**src/rtl/clock_pkg.sv**
```systemverilog
// Shared constants and BCD helpers for the clock time-field counters.
// Helpers work on up to four packed BCD digits.
package clock_pkg;

  localparam int BCD_W = 4;
  localparam logic [3:0] BCD_MAX = 4'd9;

  function automatic int bcd_to_int(
    input logic [15:0] v,
    input int          n
  );
    int r;
    r = 0;
    for (int i = 3; i >= 0; i--) begin
      if (i < n) r = r * 10 + int'(v[4*i +: 4]);
    end
    return r;
  endfunction

  function automatic logic bcd_valid(
    input logic [15:0] v,
    input int          n
  );
    logic ok;
    ok = 1'b1;
    for (int i = 0; i < 4; i++) begin
      if (i < n && v[4*i +: 4] > BCD_MAX) ok = 1'b0;
    end
    return ok;
  endfunction

  function automatic logic [15:0] int_to_bcd(input int x);
    logic [15:0] r;
    int          t;
    r = '0;
    t = x;
    for (int i = 0; i < 4; i++) begin
      r[4*i +: 4] = 4'(t % 10);
      t = t / 10;
    end
    return r;
  endfunction

endpackage

```
**src/rtl/bcd_mod_counter_if.sv**
```systemverilog
// Control and status bundle of one BCD range counter.
// master drives the controls, slave is the counter.
interface bcd_mod_counter_if
  import clock_pkg::*;
#(
  parameter int DIGITS = 2
);

  logic                      en;
  logic                      up_dn;
  logic                      load_en;
  logic [BCD_W*DIGITS-1:0]   load_val;
  logic [BCD_W*DIGITS-1:0]   count;
  logic                      tc;
  logic                      wrap;
  logic                      load_err;

  modport master (
    output en, up_dn, load_en, load_val,
    input  count, tc, wrap, load_err
  );

  modport slave (
    input  en, up_dn, load_en, load_val,
    output count, tc, wrap, load_err
  );

endinterface

```
**src/rtl/bcd_digit.sv**
```systemverilog
// One BCD digit: increment with carry and decrement with borrow.
// No range logic; the enclosing counter decides what to keep.
module bcd_digit
  import clock_pkg::*;
(
  input  logic [3:0] d,
  input  logic       ci,
  input  logic       bi,
  output logic [3:0] inc,
  output logic [3:0] dec,
  output logic       co,
  output logic       bo
);

  assign co  = ci & (d == BCD_MAX);
  assign bo  = bi & (d == 4'd0);

  assign inc = !ci ? d :
               co  ? 4'd0 :
                     d + 4'd1;

  assign dec = !bi ? d :
               bo  ? BCD_MAX :
                     d - 4'd1;

endmodule

```
**src/rtl/bcd_mod_counter.sv**
```systemverilog
// Multi-digit BCD counter over [MIN..MAX] with up/down, checked load,
// and registered wrap / load_err pulses.
module bcd_mod_counter
  import clock_pkg::*;
#(
  parameter int DIGITS = 2,
  parameter int MIN    = 0,
  parameter int MAX    = 59
)(
  input logic             clk,
  input logic             rst,
  bcd_mod_counter_if.slave bus
);

  localparam int W = BCD_W * DIGITS;
  localparam logic [15:0] MIN_F = int_to_bcd(MIN);
  localparam logic [15:0] MAX_F = int_to_bcd(MAX);
  localparam logic [W-1:0] MIN_B = MIN_F[W-1:0];
  localparam logic [W-1:0] MAX_B = MAX_F[W-1:0];

  if (DIGITS < 1 || DIGITS > 4 || MIN < 0 ||
      MIN >= MAX || MAX >= 10**DIGITS) begin : g_bad
    $error("bcd_mod_counter: bad DIGITS/MIN/MAX");
  end

  logic [W-1:0]    count_q;
  logic [W-1:0]    nxt;
  logic [W-1:0]    inc;
  logic [W-1:0]    dec;
  logic [DIGITS:0] c;
  logic [DIGITS:0] b;
  logic            wrap_q;
  logic            err_q;
  logic            nwrap;
  logic            nerr;

  assign c[0] = 1'b1;
  assign b[0] = 1'b1;

  for (genvar i = 0; i < DIGITS; i++) begin : g_dig
    bcd_digit u_dig (
      .d   (count_q[4*i +: 4]),
      .ci  (c[i]),
      .bi  (b[i]),
      .inc (inc[4*i +: 4]),
      .dec (dec[4*i +: 4]),
      .co  (c[i+1]),
      .bo  (b[i+1])
    );
  end

  // Packed compare on valid BCD orders digits MSB first, i.e. decimally.
  logic at_min, at_max, oor;
  assign at_min = (count_q == MIN_B);
  assign at_max = (count_q == MAX_B);
  assign oor    = (count_q < MIN_B) | (count_q > MAX_B);

  logic [15:0] lv16;
  int          lv_int;
  logic        load_ok;
  assign lv16    = 16'(bus.load_val);
  assign lv_int  = bcd_to_int(lv16, DIGITS);
  assign load_ok = bcd_valid(lv16, DIGITS) &&
                   lv_int >= MIN && lv_int <= MAX;

  logic step_up, step_dn;
  assign step_up = bus.en & bus.up_dn & ~bus.load_en;
  assign step_dn = bus.en & ~bus.up_dn & ~bus.load_en;

  always_comb begin
    nxt   = count_q;
    nwrap = 1'b0;
    nerr  = 1'b0;
    unique case (1'b1)
      bus.load_en: begin
        if (load_ok) nxt = bus.load_val;
        else         nerr = 1'b1;
      end
      step_up: begin
        if (at_max | oor | c[DIGITS]) begin
          nxt   = MIN_B;
          nwrap = 1'b1;
        end else begin
          nxt = inc;
        end
      end
      step_dn: begin
        if (at_min | oor | b[DIGITS]) begin
          nxt   = MAX_B;
          nwrap = 1'b1;
        end else begin
          nxt = dec;
        end
      end
      default: ;
    endcase
  end

  always_ff @(posedge clk or negedge rst) begin
    if (!rst) begin
      count_q <= MIN_B;
      wrap_q  <= 1'b0;
      err_q   <= 1'b0;
    end else begin
      count_q <= nxt;
      wrap_q  <= nwrap;
      err_q   <= nerr;
    end
  end

  assign bus.count    = count_q;
  assign bus.wrap     = wrap_q;
  assign bus.load_err = err_q;
  assign bus.tc       = bus.up_dn ? at_max : at_min;

endmodule

```
**src/flat_wrapper.sv**
```systemverilog
// flat-port wrapper written by rule: the top's interface ports become plain ports
module bcd_mod_counter_flat import clock_pkg::*;
#(
  parameter int DIGITS = 2,
  parameter int MIN    = 0,
  parameter int MAX    = 59
)
  (clk, rst, bus_en, bus_up_dn, bus_load_en, bus_load_val, bus_count, bus_tc, bus_wrap, bus_load_err);
  bcd_mod_counter_if #(.DIGITS(DIGITS)) bus_i ();
  input logic clk;
  input logic rst;
  input wire logic [$bits(bus_i.en)-1:0] bus_en;
  input wire logic [$bits(bus_i.up_dn)-1:0] bus_up_dn;
  input wire logic [$bits(bus_i.load_en)-1:0] bus_load_en;
  input wire logic [$bits(bus_i.load_val)-1:0] bus_load_val;
  output wire logic [$bits(bus_i.count)-1:0] bus_count;
  output wire logic [$bits(bus_i.tc)-1:0] bus_tc;
  output wire logic [$bits(bus_i.wrap)-1:0] bus_wrap;
  output wire logic [$bits(bus_i.load_err)-1:0] bus_load_err;
  assign bus_i.en = bus_en;
  assign bus_i.up_dn = bus_up_dn;
  assign bus_i.load_en = bus_load_en;
  assign bus_i.load_val = bus_load_val;
  assign bus_count = bus_i.count;
  assign bus_tc = bus_i.tc;
  assign bus_wrap = bus_i.wrap;
  assign bus_load_err = bus_i.load_err;
  bcd_mod_counter #(.DIGITS(DIGITS), .MIN(MIN), .MAX(MAX)) u_core (.clk(clk), .rst(rst), .bus(bus_i));
endmodule
```
**config.mk**
```make
export PLATFORM = sky130hd
export DESIGN_NAME = bcd_mod_counter_flat
export DESIGN_NICKNAME = d
export VERILOG_FILES = /design/src/rtl/clock_pkg.sv /design/src/rtl/bcd_mod_counter_if.sv /design/src/rtl/bcd_digit.sv /design/src/rtl/bcd_mod_counter.sv /design/src/flat_wrapper.sv
export SDC_FILE = /design/constraint.sdc
export NUM_CORES = 1
export LEC_CHECK = 0
export CAP_MARGIN = 20
export CORE_ASPECT_RATIO = 0.6
export CORE_MARGIN = 2
export CORE_UTILIZATION = 47
export CTS_CLUSTER_DIAMETER = 100
export DETAILED_ROUTE_END_ITERATION = 10
export PLACE_DENSITY = 0.75
export SYNTH_ARGS = -nofsm -noshare
export SYNTH_HDL_FRONTEND = slang
export SYNTH_SLANG_ARGS = --single-unit
```
**constraint.sdc**
```tcl
create_clock -name clk -period 2.18 [get_ports clk]
set_clock_uncertainty 0.1 [all_clocks]
set_input_delay 0.436 -clock clk [delete_from_list [all_inputs] [get_ports clk]]
set_output_delay 0.436 -clock clk [all_outputs]
set_load 0.02 [all_outputs]
```
; Yosys cells after proc, flatten, opt, wreduce, memory -nomap -nowiden
; Index checks and enable logic that the tools add are counted.
[word_totals]
register_bits = 10
elab_cells = 61
output_inout_bits = 11
in_bits = 13
[op_classes]
addsub = 5
n_mux = 18
multipliers = 1
reduce_logical = 8
eq_ne = 6
n_bitwise = 13
magnitude_cmp = 6
[ops]
columns = op, n
row1 = 32-bit by 5-bit adder with 32-bit output, 1
row2 = "32-bit by 1-bit >= comparator with 1-bit output, second input constant", 1
row3 = "32-bit by 7-bit <= comparator with 1-bit output, second input constant", 1
row4 = 4-bit two-way mux, 6
row5 = 8-bit two-way mux, 3
row6 = 8-bit one-hot mux with 3 select lines, 1
row7 = "4-bit by 1-bit adder with 4-bit output, second input constant", 2
row8 = "4-bit equality test, second input constant", 2
row9 = "8-bit by 7-bit equality test with 1-bit output, second input constant", 1
row10 = "4-bit greater-than comparator, second input constant", 2
row11 = "8-bit by 7-bit greater-than comparator with 1-bit output, second input constant", 1
row12 = 4-bit logical NOT, 2
row13 = 8-bit logical NOT, 1
row14 = "8-bit by 1-bit < comparator with 1-bit output, second input constant", 1
row15 = "4-bit by 1-bit subtractor with 4-bit output, second input constant", 2
row16 = "4-bit by 3-bit multiplier with 7-bit output, second input constant", 1
row17 = 1-bit two-way mux, 7
row18 = 1-bit bitwise AND, 6
row19 = "3-bit != test, second input constant", 2
row20 = 1-bit OR, 5
row21 = 4-bit AND reduction, 1
row22 = 3-bit nonzero test, 1
row23 = 1-bit logical AND, 2
row24 = "2-bit by 1-bit != test with 1-bit output, second input constant", 1
row25 = 3 further kinds, 4

; Depth between registers and ports, before layout
; Gate-level depths: netlist of the first run.
[logic_depth]
depth_word = 7
depth_mapped = 9
depth_no_buf = 9

; Hierarchy
; From an unflattened synthesis of the first run, not the netlist that was laid out.
[hier_totals]
cells_unflattened = 175
area_unflattened_um2 = 1431.4
[modules_own_cells]
columns = mod, cells_per_inst, n_inst, seq_area_each_um2, area_each_um2
row1 = bcd_mod_counter, 95, 1, 250.2, 920.9
row2 = bcd_digit, 40, 2, 0.0, 255.2

; Worst setup path before layout of the first run
; Ideal clock, no wire load.
[synth_path]
kind = input to register
startpoint = input bus_load_val[5]
endpoint = register u_core.count_q[5], in the netlist u_core.bus.count[5]
slack_ns = -1.146
n_path_buf = 0
stages = 9
setup_time_ns = 0.125
arrival_time_ns = 3.101
required_time_ns = 1.955
cell_sequence = ha_1 -> ha_1 -> fa_1 -> nand3_2 -> or4_1 -> a31o_1 -> o31ai_4 -> and2_4 -> mux2_4
[synth_via]
elab_chain_cells = 7
elab_cells_between_ends = 12
cone_classes = add/sub (1) / mul (1) / order compare (3) / eq/ne (1) / mux (3) / reduce/logical (3)
[synth_rtl]
columns = element, line_no
row1 = start: declaration, flat_wrapper.sv:15  ; input wire logic [$bits(bus_i.load_val)-1:0] bus_load_val;
row2 = 4-bit by 3-bit multiplier with 7-bit output, clock_pkg.sv:15  ; if (i < n) r = r * 10 + int'(v[4*i +: 4]);
row3 = 32-bit by 5-bit adder with 32-bit output, clock_pkg.sv:15
row4 = 32-bit by 1-bit >= comparator with 1-bit output, bcd_mod_counter.sv:64  ; lv_int >= MIN && lv_int <= MAX;
row5 = 1-bit logical AND, bcd_mod_counter.sv:63  ; assign load_ok = bcd_valid(lv16, DIGITS) &&
row6 = 1-bit logical AND, bcd_mod_counter.sv:64
row7 = 2-bit by 1-bit != test with 1-bit output (no source line), -
row8 = 4-bit AND reduction (no source line), -
row9 = end signal: assignment, bcd_mod_counter.sv:105  ; count_q <= nxt;
row10 = end: declaration, bcd_mod_counter.sv:26  ; logic [W-1:0] count_q;
; Parallel ways exist; a longest one is shown, timed or not. The select of a mux whose other input is x is not followed.
; A chain may end at the register's enable or synchronous reset.

; Worst setup path after layout of the first run
[layout_path]
startpoint = input bus_load_val[7]
endpoint = register u_core.count_q[5], in the netlist u_core.bus.count[5]
[layout_via]
elab_chain_cells = 7
elab_cells_between_ends = 10
cone_classes = add/sub (1) / mul (1) / order compare (3) / eq/ne (1) / mux (1) / reduce/logical (3)
[layout_rtl]
columns = element, line_no
row1 = 4-bit by 3-bit multiplier with 7-bit output, clock_pkg.sv:15
row2 = 32-bit by 5-bit adder with 32-bit output, clock_pkg.sv:15
row3 = 32-bit by 1-bit >= comparator with 1-bit output, bcd_mod_counter.sv:64
row4 = 1-bit logical AND, bcd_mod_counter.sv:63
row5 = 1-bit logical AND *, bcd_mod_counter.sv:64
row6 = 2-bit by 1-bit != test with 1-bit output (no source line) *, -
row7 = 4-bit AND reduction (no source line) *, -
; Mark *: on every way between the ends. The rest lies on a longest branch, timed or not.

==> results of run 1 <==
-- per-layer routing --
layer | vias up | routed length (um) | GRT usage
met5 | - | 0 | 0
met4 | 0 | 333 | 0.2154
met3 | 50 | 480 | 0.07907
met2 | 112 | 2341 | 0.5327
met1 | 726 | 1880 | 0.3618
li1 | 699 | - | -
-- through the flow --
stage               hold WS, ns  setup slack [ns]
floorplan               0.04041           -0.9454
global placement         0.5266            -1.397
detailed placement       0.5497            -1.484
CTS                      0.4360           -0.8614
global route             0.4567           -0.8346
finish                   0.4368           -0.7751
-- sequential cells by signal, indices dropped and copies added, names as in the netlist --
register and flops:
u_core.bus.wrap 1, u_core.bus.count 8, u_core.bus.load_err 1
-- cells in the mapped netlist, types with 3 or more instances --
cell	n	area share
ha_1	11	0.11
inv_1	7	0.022
nor2_1	11	0.034
nand2_1	9	0.028
a21o_1	3	0.019
mux2_4	3	0.037
a21oi_1	10	0.041
nor3_1	6	0.025
clkbuf_1	4	0.012
nand3_1	5	0.021
xnor2_1	4	0.029
o21ai_0	6	0.025
dfrtp_1	10	0.21
buf_2	3	0.012
a221oi_1	3	0.022
-- repair_timing --
item                       4_1_cts  5_1_grt
gates resized for setup         33       20
pin swaps                       12       10
setup buffers                    6        3
setup endpoints to repair       10       10
-- layout make-up --
cell class	count	area, um^2
inverter	7	26.28
tap	32	40.04
clock buffer	4	55.05
timing repair buffer	80	668.1
multi-input combinational	119	1046
fill	134	401.6
sequential	10	250.2
-- cell families after synthesis --
| group | count (synthesis) |
|---|---|
| AO/OA/AOI/OAI | 49 |
| XOR/XNOR | 5 |
| adder cells (fa/ha/maj) | 13 |
| buffers and inverters | 14 |
| flip-flops | 10 |
| multiplexers | 5 |
| AND/OR/NAND/NOR | 47 |
-- path summary, 6_finish.rpt --
path                                startpoint             endpoint  slack, ns  cells after the start
setup / recovery               bus_load_val[7]  u_core.bus.count[5]      -0.78                     10
hold / removal                             rst  u_core.bus.load_err       0.44                      1
setup reg to reg           u_core.bus.count[5]  u_core.bus.count[5]      -0.43                      9
hold reg to reg            u_core.bus.count[4]  u_core.bus.count[4]       0.64                      2
max in group asynchronous                  rst      u_core.bus.wrap       1.17                      1
min in group clk               bus_load_val[1]  u_core.bus.count[1]       0.58                      4
-- placed cells by master (no fill, tap or decap), types with 3 or more instances in the layout --
cell type and n:
buf_6 4, dfrtp_1 10, ha_1 6, a21oi_1 8
nor3_1 5, clkdlybuf4s50_1 16, clkbuf_8 4, xnor2_1 4
inv_1 6, a21o_1 3, nor2_1 10, mux2_4 3
nand3_1 5, buf_4 55, o21ai_0 5, nand2_1 9
ha_4 3
-- power groups by stage --
stage                     Combinational (W)  Clock, W  Sequential [W]
after floorplan                    0.000474         0        0.000364
after global placement              0.00101         0        0.000280
after detailed placement            0.00105         0        0.000284
after CTS                           0.00110  0.000254        0.000281
after global routing                0.00125  0.000263        0.000298
final                               0.00119  0.000261        0.000290
==> impl_metrics.env, run 1 <==
export IMPL_outcome="finished, violations left"
export IMPL_failed_checks="setup timing"
export IMPL_synth_compound_area_frac=0.3004
export IMPL_synth_top_family_by_area="compound AO/OA/AOI/OAI gates"
export IMPL_synthMuxAreaShare=0.05350
export IMPL_fin_util=0.8385
export IMPL_ioPinCount=24
export IMPL_final_max_slew_viol_count=0
export IMPL_fin_area_mm2=0.002086
export IMPL_tritoncts="done"
export IMPL_place_hpwl_um=3128
export IMPL_numPortBuffers=23
export IMPL_cts_max_path_buffers=2
export IMPL_syn_inst=143
export IMPL_routed_wl_um=5035
export IMPL_end_kind="flop"
export IMPL_synth_xor_area_frac=0.03601
export IMPL_period_share=1.356
export IMPL_synth_enable_flop_cells=0
export IMPL_gp_congestion=0.8562
export IMPL_relSlewSlack=0.6180
export IMPL_synth_warnings=0
export IMPL_cts_sinks=10
export IMPL_worstPathArrival_ns=3.00
export IMPL_crit_chain="buf_8 -> ha_4 -> ha_4 -> fa_1 -> nand3_2 -> or4_4 -> a31o_4 -> o31ai_4 -> and2_4 -> mux2_4"
export IMPL_wl_per_cell_um=19.98
export IMPL_start_util=0.4889
export IMPL_hold_class="primary input to asynchronous set/reset pin"
export IMPL_synth_distinct_cells=53
export IMPL_startpoint_type="primary input"
export IMPL_ir_drop_mv=0.3374
export IMPL_route_detailed_drc=0
export IMPL_seqPwrFrac=0.167
export IMPL_nets=247
export IMPL_hold_viol=0
export IMPL_area_growth_pct=71.50
export IMPL_diodes=0
export IMPL_clockRootBuffer="clkbuf_8"
export IMPL_cts_buffers=3
export IMPL_viasPerCell=6.298
export IMPL_grt_use_total=0.3142
export IMPL_ys_async_sr_fraction=1.000
export IMPL_max_slew_worst_pin_slew_ns=0.5692
export IMPL_setup_violations_final=10
export IMPL_yosys_area_share_simple=0.2119
export IMPL_postPlaceCellArea_mm2=0.001852
export IMPL_clk_pin_slew_ns=0.06
export IMPL_via_count=1587
export IMPL_coreArea_mm2=0.002487
export IMPL_slowest_stage="fa_1"
export IMPL_fmax_mhz=338.4
export IMPL_insertion_delay_ns=0.25
export IMPL_first_iter_violations=255
export IMPL_synthAdderAreaFrac=0.1461
export IMPL_antenna_found_initial=0
export IMPL_synth_ff_type="dfrtp_1"
export IMPL_cp_required_ns=2.22
export IMPL_power_density_mw_per_mm2=834.2
export IMPL_drive_gt1_frac=0.4318
export IMPL_critPathMaxFanout=4
export IMPL_synth_nets=169
export IMPL_fp_dieArea_mm2=0.003024
export IMPL_p_switching_w=0.0007696
export IMPL_finalSetupTns_ns=-6.288
export IMPL_drt_pass1_iter_count=4
export IMPL_rsz0062_at_grt="yes"
export IMPL_cap_violations=0
export IMPL_overflow=0
export IMPL_final_cells=252
export IMPL_numPlacedInstances=240
export IMPL_max_stage_delay_ns=0.52
export IMPL_die_y_um=43.40
export IMPL_p_leak_nw=0.9203
export IMPL_ys_seq_area_frac=0.2058
export IMPL_fin_crit_ns=2.955
export IMPL_cp_buffers_inverters=1
export IMPL_p_int_w=0.0009702
export IMPL_grt_pass1_vias=1599
export IMPL_critical_path_top_delay_family="adder cells"
export IMPL_ant_nets=0
export IMPL_pwr_share_comb=0.684
export IMPL_finalPower_w=0.001740
export IMPL_grt_pass1_wl_um=7279
export IMPL_synthesis_area_mm2=0.001216
export IMPL_die_width_um=69.67
export IMPL_crit_type="primary input to flop"
export IMPL_cpMostUsedCell="ha_4"
export IMPL_placementRows=14
export IMPL_syn_mean_instance_area_um2=8.505
export IMPL_swShare=0.4424
export IMPL_grt_max_degree=14
export IMPL_synth_seq_cells=10
export IMPL_cts_hold_buf=0
export IMPL_p_clk_frac=0.150
export IMPL_worst_slack_ns=-0.7751
export IMPL_htree_levels=1
No activity file was read; power rests on OpenSTA's default activity.
==> inputs of run 2 (changes only) <==
- CORE_ASPECT_RATIO: 0.6 -> 0.75
==> run 2 against run 1 <==
- the run still ends with setup timing left
- maximum frequency is 1.3% lower
- routed wire length is 9.4% lower
- flip-flop and latch count stayed put
- highest routed layer unchanged
==> impl_metrics.env, run 2 (same netlist as run 1, synthesis figures left out) <==
export IMPL_htree_levels=1
export IMPL_numPortBuffers=23
export IMPL_cpMostUsedCell="o31ai_4"
export IMPL_cap_violations=0
export IMPL_diodes=0
export IMPL_relSlewSlack=0.5768
export IMPL_final_max_slew_viol_count=0
export IMPL_p_leak_nw=0.8769
export IMPL_fin_crit_ns=2.995
export IMPL_first_iter_violations=137
export IMPL_tritoncts="done"
export IMPL_final_cell_mix="50 x buf_4, 18 x clkdlybuf4s50_1, 11 x nor2_1"
export IMPL_rsz0062_at_grt="yes"
export IMPL_crit_start="bus_load_val[1]"
export IMPL_grt_max_degree=18
export IMPL_final_common_cell="buf_4"
export IMPL_numPlacedInstances=239
export IMPL_end_kind="flop"
export IMPL_critPathCapture="u_core.bus.count[5]"
export IMPL_startpoint_type="primary input"
export IMPL_area_growth_pct=67.70
export IMPL_gp_congestion=0.9650
export IMPL_routed_wl_um=4561
export IMPL_cp_required_ns=2.24
export IMPL_power_density_mw_per_mm2=773.3
export IMPL_drive_gt1_frac=0.4186
export IMPL_cts_hold_buf=0
export IMPL_fill_cells=134
export IMPL_die_y_um=48.06
export IMPL_fin_hold_ws_ns=0.4096
export IMPL_die_width_um=62.74
export IMPL_wl_per_cell_um=18.32
export IMPL_critPathMaxFanout=4
export IMPL_hold_class="primary input to asynchronous set/reset pin"
export IMPL_viasPerCell=6.080
export IMPL_period_share=1.374
export IMPL_antenna_found_initial=0
export IMPL_ioPinCount=24
export IMPL_placementRows=15
export IMPL_fmax_mhz=333.9
export IMPL_setup_violations_final=9
export IMPL_max_stage_delay_ns=0.60
export IMPL_largest_reg_flops=8
export IMPL_overflow=0
export IMPL_cts_max_path_buffers=2
export IMPL_r2r_end="u_core.bus.count[5]"
export IMPL_slowest_stage="a311oi_1"
export IMPL_hold_viol=0
export IMPL_cts_sinks=10
export IMPL_grt_use_total=0.2900
export IMPL_nets=243
export IMPL_failed_checks="setup timing"
export IMPL_worst_slack_ns=-0.8146
export IMPL_grt_pass1_vias=1407
export IMPL_crit_chain="clkdlybuf4s50_1 -> ha_2 -> fa_2 -> a311oi_1 -> o31ai_4 -> o31ai_4 -> and2_4 -> mux2_4"
export IMPL_crit_type="primary input to flop"
export IMPL_place_hpwl_um=2997
export IMPL_rrSetupSlack_ns=-0.07
export IMPL_ir_drop_mv=0.4522
export IMPL_r2r_cells=9
export IMPL_drt_pass1_iter_count=5
export IMPL_grt_pass1_wl_um=6499
export IMPL_reg2reg_from="u_core.bus.count[5]"
export IMPL_clk_pin_slew_ns=0.07
export IMPL_layout_area_seq_um2=250.2
export IMPL_start_util=0.5102
export IMPL_outcome="finished, violations left"
export IMPL_finalPower_w=0.001577
export IMPL_fp_dieArea_mm2=0.003015
export IMPL_worstPathArrival_ns=3.06
export IMPL_clockRootBuffer="clkbuf_4"
export IMPL_cts_buffers=3
export IMPL_via_count=1514
export IMPL_max_slew_worst_pin_slew_ns=0.6306
export IMPL_multi_input_area_mm2=0.001061
export IMPL_route_detailed_drc=0
export IMPL_ant_nets=0
export IMPL_coreArea_mm2=0.002384
export IMPL_final_cells=249
export IMPL_insertion_delay_ns=0.28
## run 2: layer usage
layer,wire length (um),GRT usage,vias to the layer above
li1,-,-,693
met1,1864,0.3380,719
met2,2263,0.5376,84
met3,281,0.04471,18
met4,152,0.1733,0
met5,0,0,-
## run 2: area by class of cell
cell class / instances / share of cell area
well taps: 34 / 0.02086
inverters: 7 / 0.01288
multi-input cells: 119 / 0.5202
flip-flops and latches: 10 / 0.1227
clock buffers: 3 / 0.01104
repair buffers: 76 / 0.3123
## run 2: what timing repair did
item                                   in CTS  in global routing
buffers inserted                            8                  0
setup endpoints to repair                  10                 11
endpoints found under the hold margin       0                  0
resized for setup                          38                 15
pin swaps                                  14                  4
## run 2: report_power, final
| group | internal, W | switching (W) | leakage (nW) |
|---|---|---|---|
| sequential | 0.000238 | 0.0000500 | 0.120 |
| clock | 0.0000641 | 0.0000745 | 0.0138 |
| combinational | 0.000568 | 0.000583 | 0.743 |
| total | 0.000870 | 0.000707 | 0.877 |
## run 2: worst min-delay path by stage
stage	endpoint	from	cells after the start	slack, ns
6_report	u_core.bus.count[0]	rst	1	0.41
5_1_grt	u_core.bus.wrap	rst	1	0.44
4_1_cts	u_core.bus.count[3]	rst	1	0.41
3_5_place_dp	u_core.bus.count[5]	u_core.bus.count[5]	2	0.54
3_3_place_gp	u_core.bus.count[5]	u_core.bus.count[5]	2	0.53
2_1_floorplan	u_core.bus.count[0]	rst	0	0.04
## run 2: worst max-delay path: cells and delay by family
family                   cells  cell delay, ns
multiplexers                 1            0.30
buffers and inverters        1            0.45
adder cells (fa/ha/maj)      2            0.63
AND/OR/NAND/NOR              1            0.22
AO/OA/AOI/OAI                3            1.02
## run 2: metrics by stage
| step | worst slack, ns | instance area, um^2 | util | TNS (ns) |
|---|---|---|---|---|
| 2_1_floorplan | -0.9454 | 1244 | - | -6.710 |
| 3_3_place_gp | -1.426 | 1832 | 0.7685 | -11.87 |
| 3_5_place_dp | -1.497 | 1832 | 0.7685 | -12.43 |
| 4_1_cts | -0.7465 | 1984 | 0.8325 | -6.006 |
| 5_1_grt | -0.8520 | 2039 | 0.8556 | -6.861 |
| 6_report | -0.8146 | 2039 | 0.8556 | -6.308 |
